File: src/rtl/cnn_pool_relu.sv
// Streaming ReLU + 2x2/stride-2 max-pool with a half-row line buffer.
// Define CNN_POOL_RELU_EN to clamp negative pixels to zero before pooling.
module cnn_pool_relu #(
  parameter int DATA_W = 8,
  parameter int FM_W   = 10,
  parameter int FM_H   = 10,
  parameter int CH     = 7
) (
  input  logic                     clk,
  input  logic                     rst,
  input  logic                     in_valid,
  output logic                     in_ready,
  input  logic signed [DATA_W-1:0] in_data,
  output logic                     out_valid,
  input  logic                     out_ready,
  output logic signed [DATA_W-1:0] out_data,
  output logic                     out_last
);

  localparam int CW = (FM_W > 1) ? $clog2(FM_W) : 1;
  localparam int RW = (FM_H > 1) ? $clog2(FM_H) : 1;
  localparam int KW = (CH > 1) ? $clog2(CH) : 1;
  localparam int HN = FM_W / 2;
  localparam int HW = (HN > 1) ? $clog2(HN) : 1;

  logic [CW-1:0] col;
  logic [RW-1:0] row;
  logic [KW-1:0] ch;

  logic signed [DATA_W-1:0] h_reg;
  logic signed [DATA_W-1:0] lbuf [HN];

  logic signed [DATA_W-1:0] p;
  logic signed [DATA_W-1:0] hmax;
  logic signed [DATA_W-1:0] lb_rd;
  logic signed [DATA_W-1:0] vmax;
  logic [HW-1:0]            hidx;

  logic beat;
  logic col_last;
  logic row_last;
  logic ch_last;
  logic emit;
  logic lb_wr;

  assign in_ready = !out_valid || out_ready;
  assign beat     = in_valid && in_ready;

  assign col_last = (col == CW'(FM_W - 1));
  assign row_last = (row == RW'(FM_H - 1));
  assign ch_last  = (ch == KW'(CH - 1));

`ifdef CNN_POOL_RELU_EN
  assign p = in_data[DATA_W-1] ? '0 : in_data;
`else
  assign p = in_data;
`endif

  assign hidx  = HW'(col >> 1);
  assign lb_rd = lbuf[hidx];
  assign hmax  = (p > h_reg) ? p : h_reg;
  assign vmax  = (hmax > lb_rd) ? hmax : lb_rd;

  // odd column closes a horizontal pair; odd row closes the window
  assign lb_wr = beat && col[0] && !row[0];
  assign emit  = beat && col[0] && row[0];

  always_ff @(posedge clk or posedge rst) begin
    if (rst) begin
      col <= '0;
      row <= '0;
      ch  <= '0;
    end else if (beat) begin
      if (!col_last) begin
        col <= col + 1'b1;
      end else begin
        col <= '0;
        if (!row_last) begin
          row <= row + 1'b1;
        end else begin
          row <= '0;
          ch  <= ch_last ? '0 : ch + 1'b1;
        end
      end
    end
  end

  always_ff @(posedge clk or posedge rst) begin
    if (rst) begin
      h_reg <= '0;
    end else if (beat && !col[0]) begin
      h_reg <= p;
    end
  end

  always_ff @(posedge clk or posedge rst) begin
    if (rst) begin
      for (int i = 0; i < HN; i++) begin
        lbuf[i] <= '0;
      end
    end else if (lb_wr) begin
      lbuf[hidx] <= hmax;
    end
  end

  always_ff @(posedge clk or posedge rst) begin
    if (rst) begin
      out_valid <= 1'b0;
      out_data  <= '0;
      out_last  <= 1'b0;
    end else if (emit) begin
      out_valid <= 1'b1;
      out_data  <= vmax;
      out_last  <= ch_last && row_last && col_last;
    end else if (out_ready) begin
      out_valid <= 1'b0;
      out_last  <= 1'b0;
    end
  end

endmodule

File: config.mk
export PLATFORM = sky130hd
export DESIGN_NAME = cnn_pool_relu
export DESIGN_NICKNAME = d
export VERILOG_FILES = /design/src/rtl/cnn_pool_relu.sv
export SDC_FILE = /design/constraint.sdc
export NUM_CORES = 1
export LEC_CHECK = 0
export ABC_AREA = 1
export CORE_MARGIN = 3
export CORE_UTILIZATION = 47
export CTS_BUF_LIST = sky130_fd_sc_hd__clkbuf_4
export DETAILED_ROUTE_END_ITERATION = 10
export PLACE_DENSITY = 0.73
export SLEW_MARGIN = 10
export SYNTH_ARGS = -nofsm -noshare
export SYNTH_HDL_FRONTEND = slang
export SYNTH_SLANG_ARGS = --single-unit
File: constraint.sdc
create_clock -name clk -period 2.6 [get_ports clk]
set_input_delay 0.52 -clock clk [delete_from_list [all_inputs] [get_ports clk]]
set_output_delay 0.52 -clock clk [all_outputs]
set_load 0.02 [all_outputs]
==> Word level (Yosys, flattened, before mapping) <==
Cells that the tools add are included.
{ "totals": {"regBits": 69, "in_bits": 12, "out_inout_bits": 11, "elab_cells": 52} }
{ "op_classes": {"addsub": 3, "order_cmp": 4, "n_eq_ne": 3, "muxes": 14, "n_bitwise": 1, "reduce_logical": 15} }
{ "ops": {"columns": ["operator", "n"], "rows": [
  ["40-bit bitwise mux", 1],
  ["8-bit 2-to-1 mux", 5],
  ["8-bit binary-select mux with 3-bit select", 1],
  ["8-bit demux with 3-bit select", 1],
  ["8-bit > comparator", 2],
  ["4-bit by 1-bit adder with 4-bit output (second input constant)", 2],
  ["4-bit equality test (second input constant)", 2],
  ["1-bit logical AND", 8],
  ["4-bit 2-to-1 mux", 2],
  ["4-bit greater-or-equal comparator (second input constant)", 1],
  ["4-bit by 1-bit less-than comparator with 1-bit output (second input constant)", 1],
  ["3-bit inverter with 4-bit output", 1],
  ["3-bit by 1-bit adder with 3-bit output (second input constant)", 1],
  ["3-bit equality test (second input constant)", 1],
  ["1-bit logical NOT", 3],
  ["1-bit 2-to-1 mux", 3],
  ["3-bit 2-to-1 mux", 1],
  ["3-bit AND reduction", 1],
  ["2-bit AND reduction", 1],
  ["2-bit nonzero test", 1],
  ["1-bit logical OR", 1]
]} }

==> Logic depth before layout (Yosys ltp) <==
Gate-level depths: netlist of the first run.
{ "depth": {"word_depth": 6, "ltp_mapped": 25, "depth_no_buf": 25} }

==> Worst setup path after synthesis of the first run <==
No wires, ideal clock.
{ "synth_timing": {"path_type": "input to register", "start": "in in_data[5]", "end": "reg out_data[0]", "setup_ns": 0.116, "arrival_time_ns": 2.810, "t_required_ns": 2.484, "path_slack_ns": -0.326, "path_stages": 20, "path_buffers": 0, "path_cell_list": "ha_1 a21oi_1 nor2_1 nor2_1 nand2_1 nand2_2 nand3_4 nand2_1 nand2_2 ha_1 nand2_1 o21bai_1 nand3_1 nand2_1 nand2_1 nand2_1 inv_1 nand3_1 nand2_1 nand2_1"} }
{ "synth_via": {"elab_chain_cells": 4} }
{ "synth_lines": {"columns": ["item", "line", "rtl"], "rows": [
  ["start, declared", "13", "input logic signed [DATA_W-1:0] in_data,"],
  ["8-bit > comparator", "61", "assign hmax = (p > h_reg) ? p : h_reg;"],
  ["8-bit 2-to-1 mux (*)", "61", null],
  ["via hmax[5]", "34", "logic signed [DATA_W-1:0] hmax;"],
  ["8-bit > comparator (*)", "62", "assign vmax = (hmax > lb_rd) ? hmax : lb_rd;"],
  ["8-bit 2-to-1 mux (*)", "62", null],
  ["end signal, assigned", "113", "out_data <= vmax;"],
  ["end, declared", "16", "output logic signed [DATA_W-1:0] out_data,"]
]} }
The timed path passes the listed nets; every way through them passes the cells marked *.
A chain may end at the register's enable or synchronous reset.

==> Final worst setup path of the first run <==
{ "layout_timing": {"start": "reg h_reg[7]", "end": "reg out_data[6]"} }
{ "layout_via": {"elab_chain_cells": 4} }
{ "layout_lines": {"columns": ["item", "line", "rtl"], "rows": [
  ["start, declared", "30", "logic signed [DATA_W-1:0] h_reg;"],
  ["start signal, assigned", "92", "h_reg <= p;"],
  ["8-bit > comparator", "61", null],
  ["8-bit 2-to-1 mux", "61", null],
  ["via hmax[2]", "34", null],
  ["8-bit > comparator", "62", null],
  ["8-bit 2-to-1 mux", "62", null]
]} }
The timed path passes the listed nets, and every way through them passes these cells.

==> results of run 1 <==
## layout make-up
type	instances	area (um^2)	share of cell area (%)
Clock buffer	12	90.09	1.710
Clock inverter	4	72.57	1.378
Inverter	42	165.2	3.135
Multi-Input combinational cell	354	2176	41.31
Sequential cell	69	1727	32.78
Tap cell	99	123.9	2.352
Timing Repair Buffer	112	913.4	17.34
## power breakdown
| group | total [mW] | internal (mW) | switching, mW | leakage (nW) |
|---|---|---|---|---|
| logic | 4.74 | 2.15 | 2.59 | 1.77 |
| clock network | 0.815 | 0.422 | 0.393 | 0.0875 |
| registers | 1.83 | 1.52 | 0.312 | 0.865 |
## metal layers
layer	vias up	share of wire, %	GRT usage [%]
li1	1745	-	-
met5	-	0	0
met4	0	2.5	9.014
met1	1728	42	32.91
met2	139	49	43.63
met3	28	6.4	4.940
## worst max-delay path: cells and delay by family (launching register included)
kind                     cells  cell delay (ns)
AO/OA/AOI/OAI                1             0.08
buffers and inverters        3             0.30
adder cells (fa/ha/maj)      2             0.58
AND/OR/NAND/NOR             16             1.48
flip-flops                   1             0.39
## synth_stat cells (2+ instances only)
library cell | number | share of area [%]
nor2_1 | 28 | 2.8
o21ai_0 | 6 | 0.81
nand2_1 | 201 | 20
nor2_4 | 7 | 2.1
ha_1 | 16 | 5.4
dfrtp_1 | 69 | 47
a21oi_1 | 22 | 3.0
xor2_1 | 2 | 0.47
a22o_1 | 7 | 1.7
inv_1 | 29 | 2.9
nand4_1 | 9 | 1.5
o31ai_2 | 2 | 0.67
nand3_1 | 22 | 3.0
nand2_2 | 13 | 2.2
nor3_1 | 3 | 0.40
nand3_2 | 2 | 0.54
clkbuf_1 | 2 | 0.20
inv_2 | 13 | 1.3
## worst max-delay path by stage
stage	from	end
finish	h_reg[7]	out_data[6]
global route	h_reg[5]	out_data[7]
CTS	h_reg[5]	out_data[4]
detailed placement	in_data[5]	out_data[6]
global placement	in_data[0]	out_data[0]
floorplan	in_data[5]	out_data[1]
## what timing repair did
item / CTS / global route
hold buffers: 0 / 0
endpoints found under the setup margin: 8 / 8
gates cloned: 1 / 0
pin swaps: 30 / 4
gates resized for setup: 38 / 2
setup buffers: 27 / 6
## through the flow
step | hold WS, ns | total power, mW | setup WS (ns)
after global routing | 0.5043 | 7.887 | -0.5248
after floorplan | 0.4492 | 4.270 | -0.1173
after global placement | 0.4617 | 5.539 | -0.7620
after CTS | 0.4927 | 7.075 | -0.1998
final | 0.4922 | 7.382 | -0.3416
after detailed placement | 0.4650 | 5.668 | -0.8452
## placed cells by master, fill, tap and decap left out, types with 2 or more instances in the layout
cell / synthesis / final
a21oi_1: 22 / 20
a21oi_2: 0 / 2
a22o_1: 7 / 7
buf_4: 0 / 85
buf_6: 1 / 4
bufinv_16: 0 / 2
clkbuf_4: 0 / 12
clkdlybuf4s50_1: 0 / 14
dfrtp_1: 69 / 69
dlygate4sd2_1: 0 / 8
ha_1: 16 / 4
ha_4: 0 / 12
inv_1: 29 / 20
inv_2: 13 / 21
nand2_1: 201 / 182
nand2_2: 13 / 17
nand2_4: 1 / 17
nand3_1: 22 / 14
nand3_2: 2 / 8
nand3_4: 1 / 3
nand4_1: 9 / 9
nor2_1: 28 / 25
nor2_2: 1 / 3
nor2_4: 7 / 8
nor3_1: 3 / 3
o21ai_0: 6 / 5
o31ai_2: 2 / 2
xor2_1: 2 / 2
## kinds of logic (layout without fill, tap and decap cells)
| family | count (synthesis) | after routing | share of synthesized area [%] |
|---|---|---|---|
| adders and majority gates | 16 | 16 | 5.394 |
| and+or+nand+nor | 293 | 294 | 35.60 |
| DFF | 69 | 69 | 46.53 |
| xor gates and xnor gates | 2 | 2 | 0.4721 |
| AOI/OAI and AO/OA | 42 | 42 | 7.114 |
| buffers and inverters | 46 | 170 | 4.889 |
==> run_results.csv, run 1 <==
group,metric,value,unit
setup_path,path_common_cell,"nand2_4",
timing,slew_viol_final,0,
yosys,ys_ff_latch,69,
die,die_x,94.86,um
run_status,status,"finished with violations",
setup_path,r2r_cells,22,
yosys,synthesis.area,3711,um^2
setup_path,crit_chain,"inv_2 -> ha_4 -> nand2_4 -> nor2_2 -> nor2_2 -> buf_4 -> nand3_4 -> nand3_4 -> nand2_4 -> nand2_4 -> ha_4 -> nand2_4 -> nor2_1 -> o21ai_1 -> nand3_1 -> nand2_1 -> nand2_2 -> nand2_4 -> inv_8 -> nand3_2 -> nand2_2 -> nand2_1",
placed_design,numPortBuffers,22,
grt,grt_usage,25.78,%
clock_tree,path_clk_slew,0.12,ns
finish,fin_nets,616,
yosys,syn-num-nets,496,
flow_run,maxCapViolCount,0,
setup_path,crit_required,2.92,ns
setup_path,crit_path_max_fanout,8,
drt,drt_wl_total,10.90,mm
placed_design,dp_hpwl,7.332,mm
timing,setup_viol,8,
setup_path,path_class,"flop to flop",
clock_tree,cts_tree,"built",
finish,num-fill-cells,583,
power,leakagePower,2.719,nW
drt,drt_iter0_markers,360,
timing,tightest_slew,0.6911,ns
clock_tree,insertion_delay,0.42,ns
drt,ant_nets,0,
setup_path,crit-reg2reg-capture,"out_data[6]",
finish,largest_reg_flops,40,
clock_tree,clock-root-buffer,"clkbuf_4",
placed_design,dpl_cell_area,4753,um^2
clock_tree,cts.sink_count,69,
grt,grt_max_degree,30,
clock_tree,clock_path_buffers,2,
grt,antenna_found_initial,0,
die,core_area,7447,um^2
yosys,syn_inst,468,
clock_tree,cts-htree-levels,3,
worst_hold_path,hp-class,"flop to flop",
timing,hold_violations,0,
placed_design,placedCellCount,642,
timing,rsz0062_at_grt,"true",
worst_hold_path,whs_endpoint,"out_data[3]",
yosys,synthArstFlopShare,100.0,%
grt,grt_pass1_wl,17.69,mm
finish,area_growth,41.94,%
setup_path,end_kind,"flop",
yosys,synth-seq-area-share,46.53,%
yosys,synth_cell_types,33,
finish,n_antenna_cell,0,
finish,drive_gt1_share,34.74,%
timing,timing.fmax,340.0,MHz
finish,postLayoutCellArea,5268,um^2
finish,fin_cells,692,
setup_path,r2r-start,"h_reg[7]",
die,io_pins,23,
drt,vias,3640,
timing,max_slew_margin,53.86,%
die,rows,31,
finish,final_core_util,70.73,%
run_status,violations,"negative setup slack",
grt,grt_pass1_vias,3689,
yosys,syn_area_per_cell,7.930,um^2
setup_path,start_kind,"flop",
timing,fin_setup_tns,-2.614,ns
setup_path,r2r_slack,-0.34,ns
timing,final.setup.worst_slack,-0.3416,ns
setup_path,cpMaxStageDelayCell,"dfrtp_1",
yosys,yosysWarnings,0,
power,cellPowerDensity,1401,nW/um^2
yosys,synth_edf_count,0,
placed_design,place.gp.congestion,0.9203,
die,die_y,94.86,um
worst_hold_path,hold_path_depth,2,
timing,clock_skew,0.02395,ns
drt,firstDrtPassIters,5,
timing,fin_crit_sh,113.1,%
drt,drc,0,
die,initial_core_util,49.83,%
die,die_area,8998,um^2
clock_tree,cts_buffers,9,
drt,via_per_inst,5.260,
grt,overflow,0,
drt,wire_per_inst,15.75,um
yosys,ys.flop_type,"dfrtp_1",
power,ir_drop,0.0007433,V
setup_path,crit_arrival,3.26,ns
timing,fin_crit,2.942,ns
setup_path,slowest_delay,0.39,ns
worst_hold_path,hold_start,"out_data[3]",
Note: power is estimated with default switching activity, not from simulation.
==> run 2: changes to the inputs <==
- SKIP_CTS_REPAIR_TIMING: unset -> 1
==> run 2 against run 1 <==
The flow still finishes with violations (negative setup slack). Wire length up 2.0%. Utilization up 0.77 points. Die area unchanged. Sequential share of layout area down 0.35 points. Worst hold slack worse by 0.028 ns. Final cell count down 1.6%. Register-to-register slack about the same. Clock power about the same. Clock skew down 0.0026 ns. Count of clock-buffer cells in the layout unchanged. Sequential power about the same. Critical path type unchanged. Largest power group unchanged. Highest routed layer unchanged.
==> run_results.csv, run 2 (synthesis gave the netlist of run 1 again) <==
group,metric,value,unit
drt,via_per_inst,5.342,
placed_design,dpl_cell_area,4753,um^2
drt,drc,0,
finish,fin_nets,605,
clock_tree,cts_buffers,9,
clock_tree,cts.sink_count,69,
drt,firstDrtPassIters,5,
drt,drt_wl_total,11.12,mm
placed_design,place.gp.congestion,0.9203,
setup_path,path_common_cell,"nand2_1",
run_status,violations,"negative setup slack",
timing,max_slew_margin,52.89,%
finish,final_common_cell,"nand2_1",
power,ir_drop,0.0007868,V
finish,most-common-layout-cells,"nand2_1, buf_4, dfrtp_1, nor2_1, inv_2",
timing,tightest_slew,0.7046,ns
finish,postLayoutCellArea,5325,um^2
timing,fin_crit_sh,113.5,%
grt,grt_pass1_wl,16.53,mm
drt,vias,3638,
setup_path,start_kind,"flop",
worst_hold_path,hp-class,"primary input to flop",
clock_tree,clock_path_buffers,2,
grt,grt_max_degree,30,
placed_design,numPortBuffers,22,
drt,drt_iter0_markers,284,
power,cellPowerDensity,1447,nW/um^2
die,die_y,94.86,um
setup_path,slowest_delay,0.42,ns
die,die_x,94.86,um
die,core_area,7447,um^2
setup_path,crit_arrival,3.28,ns
grt,overflow,0,
finish,final_core_util,71.51,%
setup_path,crit_chain,"inv_2 -> ha_4 -> nand2_1 -> inv_1 -> nand2_1 -> nand2_2 -> nand2_4 -> nand2_2 -> nand2_4 -> buf_4 -> nand4_1 -> nand2_4 -> ha_4 -> nand2_2 -> nor2_1 -> a22oi_2 -> nand2_8 -> clkinv_8 -> nand3_2 -> nand2_1 -> nand2_1",
die,rows,31,
power,power.total,7.706,mW
placed_design,dp_slack,-0.8452,ns
clock_tree,clock-root-buffer,"clkbuf_4",
setup_path,path_class,"flop to flop",
setup_path,crit_required,2.93,ns
die,io_pins,23,
grt,antenna_found_initial,0,
clock_tree,cts-htree-levels,3,
grt,grt_usage,24.02,%
timing,timing.fmax,339.0,MHz
clock_tree,cts_tree,"built",
run_status,status,"finished with violations",
timing,slew_viol_final,0,
timing,fin_setup_tns,-2.562,ns
clock_tree,path_clk_slew,0.12,ns
finish,n_antenna_cell,0,
finish,largest_reg_flops,40,
timing,hold_violations,0,
grt,grt_pass1_vias,3411,
timing,setup_viol,8,
timing,rsz0062_at_grt,"true",
drt,wire_per_inst,16.33,um
setup_path,end_kind,"flop",
finish,area_growth,43.49,%
setup_path,crit_path_max_fanout,8,
die,initial_core_util,49.83,%
setup_path,cpMaxStageDelayCell,"dfrtp_1",
timing,clock_skew,0.02138,ns
placed_design,dp_hpwl,7.332,mm
finish,drive_gt1_share,36.25,%
timing,fin_crit,2.950,ns
power,leakagePower,2.749,nW
clock_tree,insertion_delay,0.42,ns
die,die_area,8998,um^2
flow_run,maxCapViolCount,0,
timing,final.setup.worst_slack,-0.3499,ns
drt,ant_nets,0,
run 2: metal layers:
metal | vias to the layer above | share of wire (%) | GRT usage, %
met1 | 1744 | 41 | 32.15
met2 | 135 | 50 | 39.69
met4 | 0 | 3.3 | 7.212
met3 | 36 | 5.5 | 4.382
li1 | 1723 | - | -
met5 | - | 0 | 0
run 2: worst paths after layout:
path | startpoint | end | slack, ns | cells past startpoint
setup / recovery | h_reg[3] | out_data[4] | -0.35 | 21
hold / removal | in_data[0] | h_reg[0] | 0.46 | 3
setup reg to reg | h_reg[3] | out_data[4] | -0.35 | 21
hold reg to reg | out_data[7] | out_data[7] | 0.49 | 2
max in group asynchronous | rst | lbuf[28] | 1.41 | 3
min in group asynchronous | rst | lbuf[32] | 0.51 | 2
run 2: report_power, final:
part | internal [mW] | switching (mW)
registers | 1.52 | 0.314
clock network | 0.422 | 0.390
logic | 2.23 | 2.83
run 2: cell type report:
type | count | area, um^2
Timing Repair Buffer | 100 | 842.1
Multi-Input combinational cell | 355 | 2300
Clock inverter | 4 | 72.57
Fill cell | 556 | 2122
Clock buffer | 12 | 90.09
Sequential cell | 69 | 1727
Tap cell | 99 | 123.9
Inverter | 42 | 170.2
run 2: worst max-delay path, delay by kind of cell (launching register included):
family          cells  cell delay [ns]
compound gates      1             0.39
simple gates       14             1.30
flops               1             0.42
buf+inv             4             0.36
fa+ha+maj           2             0.40
run 2: per-stage QoR:
step | std cells | hold slack (ns)
6_report | 681 | 0.4646
5_1_grt | 681 | 0.4761
4_1_cts | 658 | 0.4927
3_5_place_dp | 642 | 0.4650
3_3_place_gp | 642 | 0.4617
2_1_floorplan | 468 | 0.4492
==> run 3: changes to the inputs <==
- GPL_TIMING_DRIVEN: unset -> 0
==> run 3 against run 2 <==
The run still ends with negative setup slack left. Non-clock buffer count is 46 lower. Die area stayed put. Power is 12% lower. Critical path depth is 4 higher. Utilization is 5.1 points lower. Fmax is 3.1% lower. Worst setup slack worse by 0.094 ns. Clock power is 29% lower. Sequential cell count stayed put. Worst hold slack worse by 0.074 ns. Via count is 7.1% lower. Critical endpoint is now out_data[5]. Largest cell class unchanged.
==> run_results.csv, run 3 (synthesis gave the netlist of run 1 again) <==
group,metric,value,unit
placed_design,dpl_cell_area,4367,um^2
grt,overflow,0,
timing,setup_viol,8,
clock_tree,cts_tree,"built",
timing,clock_skew,0.01645,ns
power,leakagePower,2.472,nW
timing,hold_violations,0,
grt,grt_pass1_wl,15.06,mm
timing,fin_crit,3.044,ns
setup_path,slowest_delay,0.44,ns
placed_design,place.gp.congestion,0.8464,
die,initial_core_util,49.83,%
die,die_y,94.86,um
timing,timing.fmax,328.5,MHz
die,die_area,8998,um^2
drt,ant_nets,0,
finish,final_common_cell,"nand2_1",
grt,grt_usage,21.71,%
drt,drc,0,
die,io_pins,23,
finish,most-common-layout-cells,"nand2_1, dfrtp_1, buf_4, nor2_1, inv_1",
die,die_x,94.86,um
drt,wire_per_inst,15.39,um
setup_path,path_common_cell,"nand2_2",
run_status,violations,"negative setup slack",
timing,fin_crit_sh,117.1,%
finish,num-fill-cells,599,
clock_tree,cts_buffers,9,
clock_tree,insertion_delay,0.42,ns
setup_path,crit_arrival,3.36,ns
timing,final.setup.worst_slack,-0.4444,ns
setup_path,path_class,"flop to flop",
setup_path,crit_required,2.92,ns
grt,grt_max_degree,51,
clock_tree,cts-htree-levels,3,
grt,grt_pass1_vias,3126,
placed_design,dp_slack,-1.040,ns
setup_path,cpMaxStageDelayCell,"dfrtp_2",
worst_hold_path,hp-class,"primary input to asynchronous set/reset pin",
grt,antenna_found_initial,0,
placed_design,numPortBuffers,22,
placed_design,dp_hpwl,6.482,mm
setup_path,start_kind,"flop",
run_status,status,"finished with violations",
die,rows,31,
drt,drt_wl_total,9.756,mm
drt,firstDrtPassIters,5,
finish,postLayoutCellArea,4947,um^2
drt,drt_iter0_markers,183,
drt,via_per_inst,5.331,
clock_tree,clock-root-buffer,"clkbuf_4",
flow_run,maxCapViolCount,0,
finish,drive_gt1_share,28.41,%
die,core_area,7447,um^2
timing,slew_viol_final,0,
timing,rsz0062_at_grt,"true",
finish,largest_reg_flops,40,
setup_path,end_kind,"flop",
timing,fin_setup_tns,-3.356,ns
power,cellPowerDensity,1378,nW/um^2
finish,fin_nets,560,
drt,vias,3380,
timing,max_slew_margin,63.94,%
power,ir_drop,0.0007155,V
finish,n_antenna_cell,0,
timing,tightest_slew,0.5410,ns
finish,area_growth,33.31,%
clock_tree,clock_path_buffers,2,
setup_path,crit_path_max_fanout,8,
clock_tree,path_clk_slew,0.12,ns
clock_tree,cts.sink_count,69,
-- run 3: worst max-delay path: cells and delay by family (launching register included) --
kind	cells	cell delay [ns]
buf+inv	5	0.54
fa+ha+maj	2	0.54
flops	1	0.44
simple gates	17	1.33
compound gates	1	0.07
-- run 3: final timing paths --
path                            start     endpoint  slack (ns)  cells past startpoint
setup / recovery             h_reg[3]  out_data[5]       -0.44                     25
hold / removal                    rst     h_reg[0]        0.39                      2
setup reg to reg             h_reg[3]  out_data[5]       -0.44                     25
hold reg to reg              lbuf[20]     lbuf[20]        0.49                      2
max in group asynchronous         rst     h_reg[4]        1.66                      3
min in group clk           in_data[4]     h_reg[4]        0.45                      3
-- run 3: power by group --
| part | total (mW) | internal, mW | switching [mW] | leakage, nW |
|---|---|---|---|---|
| logic | 4.45 | 1.79 | 2.66 | 1.55 |
| clock network | 0.578 | 0.202 | 0.375 | 0.0539 |
| registers | 1.79 | 1.52 | 0.277 | 0.864 |
| total | 6.82 | 3.51 | 3.31 | 2.47 |
-- run 3: cell type report --
type | instances | area, um^2 | area share [%]
Multi-Input combinational cell | 356 | 2317 | 46.84
Sequential cell | 69 | 1729 | 34.95
Timing Repair Buffer | 50 | 483.0 | 9.762
Inverter | 42 | 172.7 | 3.490
Tap cell | 99 | 123.9 | 2.504
Clock buffer | 11 | 82.58 | 1.669
Buffer | 4 | 23.77 | 0.4805
Clock inverter | 3 | 15.01 | 0.3035
-- run 3: per-layer routing --
metal	vias to the layer above	routed length, um	GRT usage, %
met5	-	0	0
met4	0	190	7.452
met3	18	433	3.506
met2	104	4781	35.17
met1	1624	4351	29.59
li1	1634	-	-
-- run 3: metrics by stage --
| stage | util (%) | power (mW) | hold slack [ns] | instances |
|---|---|---|---|---|
| 2_1_floorplan | - | 4.270 | 0.4492 | 468 |
| 3_3_place_gp | 58.23 | 4.991 | 0.4632 | 589 |
| 3_5_place_dp | 58.64 | 5.092 | 0.4692 | 590 |
| 4_1_cts | 59.95 | 5.677 | 0.4009 | 604 |
| 5_1_grt | 66.43 | 7.349 | 0.4208 | 634 |
| 6_report | 66.43 | 6.819 | 0.3910 | 634 |
